===== src/rtl/fft_bin_collector_pkg.sv =====
// Shared defaults and FSM state encoding for the FFT bin collector.
package fft_bin_collector_pkg;

   localparam int N_DEF      = 16;
   localparam int Q_DEF      = 8;
   localparam int STAGES_DEF = 4;

   typedef enum logic [1:0] {
      COLLECT = 2'd0,
      MAG     = 2'd1,
      HOLD    = 2'd2
   } state_t;

endpackage


===== src/rtl/fft_bin_collector_mag_sq.sv =====
// Combinational bin power: (re*re + im*im) >> Q, truncated to 2N bits.
module mag_sq
   import fft_bin_collector_pkg::*;
#(
   parameter int N = N_DEF,
   parameter int Q = Q_DEF
) (
   input  logic [N-1:0]   re,
   input  logic [N-1:0]   im,
   output logic [2*N-1:0] pow
);

   logic signed [2*N-1:0] re_x;
   logic signed [2*N-1:0] im_x;
   logic signed [2*N-1:0] re_sq;
   logic signed [2*N-1:0] im_sq;
   logic        [2*N:0]   sum;

   assign re_x  = {{N{re[N-1]}}, re};
   assign im_x  = {{N{im[N-1]}}, im};
   assign re_sq = re_x * re_x;
   assign im_sq = im_x * im_x;

   // Squares are non-negative; the extra bit keeps (-2^(N-1))^2 * 2 from wrapping.
   assign sum = {1'b0, re_sq} + {1'b0, im_sq};
   assign pow = (2*N)'(sum >> Q);

endmodule


===== src/rtl/fft_bin_collector.sv =====
// Collects one FFT output frame, computes per-bin power and the peak bin,
// then holds the results until the consumer accepts them.
//
//   state   | meaning
//   --------+-----------------------------------------------------------
//   COLLECT | capture one-hot tagged bins; done checks mask completeness
//   MAG     | one bin per cycle through mag_sq, ascending, peak tracking
//   HOLD    | results stable, o_valid high until accepted
module fft_bin_collector
   import fft_bin_collector_pkg::*;
#(
   parameter int N      = N_DEF,
   parameter int Q      = Q_DEF,
   parameter int STAGES = STAGES_DEF,
   localparam int IW    = (STAGES > 1) ? $clog2(STAGES) : 1
) (
   input  logic              i_clk,
   input  logic              i_rst,
   input  logic [2*N-1:0]    i_out_instant,
   input  logic [STAGES-1:0] i_fft_out_switcher,
   input  logic              i_FFT_cycle_done,
   output logic              o_valid,
   input  logic              i_ready,
   output logic [IW-1:0]     o_peak_idx,
   output logic [2*N-1:0]    o_peak_pow,
   input  logic [IW-1:0]     i_rd_idx,
   output logic [2*N-1:0]    o_rd_pow,
   output logic              o_frame_err,
   output logic              o_overrun
);

   localparam logic [IW-1:0]     LAST_IDX = IW'(STAGES - 1);
   localparam logic [STAGES-1:0] SW_ONE   = STAGES'(1);

   state_t            state_q, state_d;
   logic [STAGES-1:0] mask_q, mask_d;
   logic [2*N-1:0]    slot_q [STAGES];
   logic [2*N-1:0]    pow_q  [STAGES];
   logic [IW-1:0]     bin_q;
   logic [IW-1:0]     peak_idx_q;
   logic [2*N-1:0]    peak_pow_q;
   logic              valid_q, valid_d;
   logic              err_q, err_d;
   logic              ovr_q, ovr_d;
   logic              cap_en;
   logic              mag_en;
   logic              sw_onehot;
   logic              sw_any;
   logic [IW-1:0]     sw_idx;
   logic [2*N-1:0]    cur_slot;
   logic [2*N-1:0]    mag_pow;

   always_comb begin
      sw_idx = '0;
      for (int k = 0; k < STAGES; k++) begin
         if (i_fft_out_switcher[k]) sw_idx = IW'(k);
      end
   end

   assign sw_any    = |i_fft_out_switcher;
   assign sw_onehot = sw_any &&
                      ((i_fft_out_switcher & (i_fft_out_switcher - SW_ONE)) == '0);

   assign cur_slot = slot_q[bin_q];

   mag_sq #(
      .N (N),
      .Q (Q)
   ) u_mag_sq (
      .re  (cur_slot[2*N-1:N]),
      .im  (cur_slot[N-1:0]),
      .pow (mag_pow)
   );

   always_ff @(posedge i_clk or negedge i_rst) begin
      if (!i_rst) begin
         state_q <= COLLECT;
      end else begin
         state_q <= state_d;
      end
   end

   always_comb begin
      state_d = state_q;
      mask_d  = mask_q;
      valid_d = valid_q;
      err_d   = 1'b0;
      ovr_d   = 1'b0;
      cap_en  = 1'b0;
      mag_en  = 1'b0;
      case (state_q)
         COLLECT: begin
            if (sw_onehot) begin
               cap_en = 1'b1;
               mask_d = mask_q | i_fft_out_switcher;
            end
            // Completeness is judged after this cycle's capture.
            if (i_FFT_cycle_done) begin
               if (&mask_d) begin
                  state_d = MAG;
               end else begin
                  err_d  = 1'b1;
                  mask_d = '0;
               end
            end
         end
         MAG: begin
            mag_en = 1'b1;
            ovr_d  = sw_any || i_FFT_cycle_done;
            if (bin_q == LAST_IDX) begin
               state_d = HOLD;
               valid_d = 1'b1;
            end
         end
         HOLD: begin
            ovr_d = sw_any || i_FFT_cycle_done;
            if (valid_q && i_ready) begin
               valid_d = 1'b0;
               mask_d  = '0;
               state_d = COLLECT;
            end
         end
         default: begin
            state_d = COLLECT;
            mask_d  = '0;
            valid_d = 1'b0;
         end
      endcase
   end

   always_ff @(posedge i_clk or negedge i_rst) begin
      if (!i_rst) begin
         mask_q     <= '0;
         bin_q      <= '0;
         peak_idx_q <= '0;
         peak_pow_q <= '0;
         valid_q    <= 1'b0;
         err_q      <= 1'b0;
         ovr_q      <= 1'b0;
         for (int k = 0; k < STAGES; k++) begin
            slot_q[k] <= '0;
            pow_q[k]  <= '0;
         end
      end else begin
         mask_q  <= mask_d;
         valid_q <= valid_d;
         err_q   <= err_d;
         ovr_q   <= ovr_d;
         if (cap_en) begin
            slot_q[sw_idx] <= i_out_instant;
         end
         if (mag_en) begin
            pow_q[bin_q] <= mag_pow;
            // Bin 0 seeds the peak; strict compare keeps the lowest index on ties.
            if ((bin_q == '0) || (mag_pow > peak_pow_q)) begin
               peak_pow_q <= mag_pow;
               peak_idx_q <= bin_q;
            end
            bin_q <= (bin_q == LAST_IDX) ? '0 : bin_q + IW'(1);
         end
      end
   end

   assign o_valid     = valid_q;
   assign o_peak_idx  = peak_idx_q;
   assign o_peak_pow  = peak_pow_q;
   assign o_rd_pow    = pow_q[i_rd_idx];
   assign o_frame_err = err_q;
   assign o_overrun   = ovr_q;

endmodule


===== config.mk =====
export PLATFORM = sky130hd
export DESIGN_NAME = fft_bin_collector
export DESIGN_NICKNAME = d
export VERILOG_FILES = /design/src/rtl/fft_bin_collector_pkg.sv /design/src/rtl/fft_bin_collector_mag_sq.sv /design/src/rtl/fft_bin_collector.sv
export SDC_FILE = /design/constraint.sdc
export NUM_CORES = 2
export LEC_CHECK = 0
export ABC_AREA = 0
export CORE_ASPECT_RATIO = 1.75
export CORE_MARGIN = 3
export CORE_UTILIZATION = 47
export DETAILED_ROUTE_END_ITERATION = 12
export PLACE_DENSITY_LB_ADDON = 0.2
export SYNTH_ARGS = -nofsm -noshare
export SYNTH_HDL_FRONTEND = slang
export SYNTH_SLANG_ARGS = --single-unit

===== constraint.sdc =====
create_clock -name i_clk -period 17.32 [get_ports i_clk]
set_input_delay 2.598 -clock i_clk [delete_from_list [all_inputs] [get_ports i_clk]]
set_output_delay 2.598 -clock i_clk [all_outputs]
set_load 0.005 [all_outputs]

---- Word-level counts from Yosys, hierarchy flattened ----
Index checks and enable logic that the tools add are counted.
word-level totals
  bits in registers ....................... 294
  input port bits ......................... 42
  output and inout bits ................... 69
  logic and storage cells ................. 94
operators by class
  multiplexer cells ....................... 37
  reduce and logical (&&, ||, !) cells .... 16
  $add $sub $neg .......................... 3
  $lt $le $gt $ge ......................... 6
  eq/ne operators ......................... 7
  bitwise gates (word level) .............. 7
  multiply operators ...................... 2
operators by type and width
  operator            number
  $bwmux 128          2
  $mux 32             6
  $bmux 32 s2         2
  $demux 32 s2        2
  $mul 16x16->32      2
  $add 32x32->33      1
  $gt 25x25->1        1
  $mux 4              5
  $mux 2              7
  $pmux 4 s3          1
  $mux 1              10
  $ge 3x3->1 const B  3
  $not 2->3           3
  $ne 2x2->1 const B  4
  $reduce_and 4->1    2
  $lt 3x1->1 const B  2
  $pmux 2 s3          1
  $and 4x4->4         1
  $eq 2x2->1 const B  2
  $logic_and 1x1->1   4
  $logic_not 2->1     2
  $logic_not 4->1     1
  $or 4x4->4          1
  $reduce_and 2->1    2
  9 further kinds     11

---- Depth between registers and ports, before layout ----
  word-level depth ........................ 10
  depth in mapped cells ................... 51

---- By module ----
Synthesis repeated with hierarchy kept, for this count alone.
unflattened totals
  cells, all modules ...................... 3005
  area, all modules ....................... 32746.4 µm²
modules (own cells, without submodules)
  module             cells an instance  area an instance (µm²)  times used  sequential area each (µm²)
  mag_sq             2120               18973.2                 1           0.0
  fft_bin_collector  885                13773.2                 1           7532.2

---- Least setup slack after synthesis ----
No wires, ideal clock.
  path kind ............................... register to register
  from .................................... register bin_q[1]
  to ...................................... register peak_pow_q[10], in the netlist o_peak_pow[10]
  cell stages (with the launch flop) ...... 48
  library setup time ...................... 0.125 ns
  data required time ...................... 17.195 ns
  slack ................................... 5.464 ns
  data arrival time ....................... 11.732 ns
  path buffers ............................ 7
  cells stage by stage .................... dfrtp_1 > clkbuf_1 > buf_1 > clkbuf_1 > buf_1 > mux2i_1 > nand2_1 > o21ai_1 > clkinv_1 > nand2_1 > inv_1 > ha_1 > a31o_2 > fa_1 > fa_1 > fa_1 > fa_1 > inv_1 > (+12 left out) > a21o_1 > a21o_1 > a21oi_1 > o21bai_1 > a221o_1 > a221oi_1 > o21ba_2 > inv_1 > ha_1 > nand4_1 > nor3_1 > a31oi_1 > nor3b_1 > a21oi_1 > and2_1 > clkbuf_1 > clkbuf_1 > mux2_2
between the ends
  longest elaborated chain between the ends .. 9
RTL lines
  item                                             line                                                            source
  start, declared                                  fft_bin_collector.sv:39                                         logic [IW-1:0] bin_q;
  start signal, assigned                           fft_bin_collector.sv:159                                        bin_q <= (bin_q == LAST_IDX) ? '0 : bin_q + IW'(1);
  $not 2->3 (not written as such) (*)              fft_bin_collector.sv:64                                         assign cur_slot = slot_q[bin_q];
  $bmux 32 s2 (*)                                  fft_bin_collector.sv:64
  $mux 32 (not written as such) (*) (2 in series)  fft_bin_collector.sv:64
  $mul 16x16->32 (on tied branches)                fft_bin_collector_mag_sq.sv:21, fft_bin_collector_mag_sq.sv:22
  $add 32x32->33 (*)                               fft_bin_collector_mag_sq.sv:25                                  assign sum = {1'b0, re_sq} + {1'b0, im_sq};
  via mag_pow[24]                                  fft_bin_collector.sv:51                                         logic [2*N-1:0] mag_pow;
  $gt 25x25->1 (*)                                 fft_bin_collector.sv:155                                        if ((bin_q == '0) || (mag_pow > peak_pow_q)) begin
  $logic_or 1x1->1 (*)                             fft_bin_collector.sv:155
  $reduce_and 2->1 (no source line) (*)            n/a
  end signal, assigned                             fft_bin_collector.sv:156                                        peak_pow_q <= mag_pow;
  end, declared                                    fft_bin_collector.sv:41                                         logic [2*N-1:0] peak_pow_q;
Mark *: on every way through the listed nets, which the timed path passes. The rest lies on a longest branch. The select of a mux whose other input is x is not followed.
A chain may end at the register's enable or synchronous reset.

---- Worst setup path after layout ----
  from .................................... register bin_q[1]
  to ...................................... register peak_pow_q[7], in the netlist o_peak_pow[7]
The elaborated chain is that of the path after synthesis.

==> metrics.yaml <==
logic_synthesis:
  synthCells: 3188
  synth-seq-cells: 266
  yosys_warnings: 0
  async_flop_share_pct: 100.0
  syn_area_sq_um: 31640
  synth_edf_count: 0
  ys_types: 72
  synth.yosys.seq_area_share_pct: 21.04
  avgSynthCellArea_sq_um: 9.926
  synth_flop_cell: "dfrtp_1"
cts:
  clk_latency_ps: 590
  clk_pin_slew_ps: 60
  htree_levels: 1
  cts_tree: "done"
  cts_buffer_depth: 3
  post_cts_buffers: 0
  cts_sinks: 266
  numCtsBuffers: 27
  cts_resized: 0
  postCtsHoldBufs: 0
  cts-root-buf: "clkbuf_16"
run_status:
  outcome: "complete, no violations"
worst_setup_path:
  worstSetupPathType: "reg2reg"
  cp_max_fo: 53
  crit_required_ps: 17790
  critPathMaxStageDelay_ps: 790
  worstSetupPathDepth: 37
  cp_top_family: "adder cells"
  slowest_stage: "o21ai_1"
  cp-end-kind: "register"
  crit_arrival_ps: 13850
  reg2reg_depth: 37
  worstSetupStartpointType: "register"
  crit_buf_inv: 8
floorplan:
  core_sq_um: 66470
  io_pins: 111
  die_area_sq_um: 70600
  dieWidth_microns: 202.1
  fp-row-count: 125
  start_util_pct: 47.60
  die_h_microns: 349.2
timing:
  finalHoldViolCount: 0
  worst_pin_slew_ps: 1374
  timing.final.setup_violations: 0
  slew_viol_final: 0
  fin_crit_sh_pct: 77.25
  skew_ps: 40.11
  relSlewSlack_pct: 7.774
  rsz0062_at_grt: "no"
  fin_crit_ps: 13380
  tns_ps: 0
  fmax_ghz: 0.07474
routing:
  drc_errors: 0
  routed_via_density: 5.339
  wl_microns: 79500
  ant_nets: 0
  drt_iter0_drc: 1035
  first_pass_iters: 5
  post_drt_wl_per_cell_microns: 19.15
  num_vias: 22170
global_route:
  grt_pass1_wl_microns: 130800
  overflow: 0
  grt_max_degree: 127
  grt_usage_pct: 23.17
  grt_pass1_vias: 25080
  antenna_found_initial: 0
placed_design:
  gp_congestion: 0.9387
  portBuffers: 96
  hpwl_microns: 64590
finish:
  final_net_count: 3998
  diodes: 0
  syn_to_final_growth_pct: 8.818
  drive_above_1_share_pct: 10.48
  layout_common_cells: "735 x inv_1, 466 x fa_1, 300 x nand2_1"
  layout_commonest_cell: "inv_1"
min_path:
  hold_class: "reg2reg"
  whs_path_depth: 2
run:
  cap_viol_max_count: 0
## registers in the layout, indices dropped and copies added (netlist names)
| name | count |
|---|---|
| bin_q | 2 |
| mask_q | 4 |
| o_frame_err | 1 |
| o_overrun | 1 |
| o_peak_idx | 2 |
| o_peak_pow | 25 |
| o_valid | 1 |
| pow_q | 100 |
| slot_q | 128 |
| state_q | 2 |
## tightest hold or removal path, stage by stage, from the launching register on
cell and delay (ps):
dfrtp_1 340, nand2_1 50, o21ai_0 60
## path summary, 6_finish.rpt
kind                           start            end  slack [ps]
min                        pow_q[79]      pow_q[79]         480
max reg2reg                 bin_q[1]  o_peak_pow[7]        3940
min reg2reg                pow_q[79]      pow_q[79]         480
max                         bin_q[1]  o_peak_pow[7]        3940
min in group asynchronous      i_rst     slot_q[39]        2070
max in group asynchronous      i_rst      pow_q[23]       12750
## through the flow
step	setup slack, ps	instances	cell area (sq um)	hold WS [ps]	utilization (%)
after floorplan	5464	3201	31690	444.6	-
after global placement	4061	4103	33490	457.8	50.39
after detailed placement	3947	4103	33490	469.2	50.39
after CTS	3939	4152	34430	484.3	51.80
after global routing	3207	4152	34430	506.7	51.80
final	3940	4152	34430	479.6	51.80
## cell type report
cell class / instances / area [sq um]
Timing Repair Buffer: 123 / 1159
Tap cell: 889 / 1112
Sequential cell: 266 / 6661
Multi-Input combinational cell: 2080 / 21770
Fill cell: 6010 / 32040
Inverter: 745 / 2796
Clock inverter: 14 / 162.7
Clock buffer: 35 / 775.7
## kinds of logic (layout without fill, tap and decap cells)
kind of cell	after synthesis	in the layout	synth area share (%)
compound gates	381	381	7.596
xor+xnor	102	102	2.871
fa+ha+maj	713	713	39.25
buf+inv	855	917	10.34
flops	266	266	21.04
mux	270	270	10.70
other cells	1	14	0.01185
simple gates	600	600	8.201
## cell usage after synthesis (4+ instances only)
cell type / number / share of area (%)
mux2i_1: 30 / 0.95
nand3_1: 24 / 0.38
a31oi_1: 14 / 0.28
nand2b_1: 13 / 0.26
nor2b_1: 11 / 0.22
a211oi_1: 11 / 0.26
a21oi_1: 79 / 1.2
nor4_1: 4 / 0.079
clkbuf_1: 71 / 0.84
nor2_1: 160 / 1.9
clkinv_1: 9 / 0.11
and2_1: 25 / 0.49
nand4_1: 12 / 0.24
buf_1: 23 / 0.27
o31ai_1: 7 / 0.17
dfrtp_1: 266 / 21
fa_1: 466 / 29
and3_1: 8 / 0.16
o31a_1: 6 / 0.17
xnor2_1: 77 / 2.1
xor2_1: 23 / 0.64
buf_4: 14 / 0.33
ha_1: 247 / 9.8
mux2_2: 204 / 7.3
nor4b_1: 5 / 0.14
o21ai_1: 41 / 0.65
or4_1: 7 / 0.17
a21o_1: 38 / 0.90
o21ai_0: 92 / 1.5
o211ai_1: 12 / 0.28
a211oi_2: 4 / 0.16
nor3_1: 15 / 0.24
a31o_2: 9 / 0.25
mux4_2: 34 / 2.4
inv_1: 735 / 8.7
o21a_1: 20 / 0.47
a21boi_0: 5 / 0.12
o21bai_1: 10 / 0.24
nand2_1: 300 / 3.6
## routing by layer
layer | wire length, microns | GRT usage [%] | vias up
met5 | 0 | 0 | -
met4 | 3387 | 8.776 | 0
met3 | 3059 | 2.348 | 175
met2 | 43000 | 44.60 | 541
met1 | 30050 | 26.23 | 11350
li1 | - | - | 10110
Power is left out: the tool's default activity adds up to more than one toggle a clock period on the data nets, which glitch-free logic cannot reach.
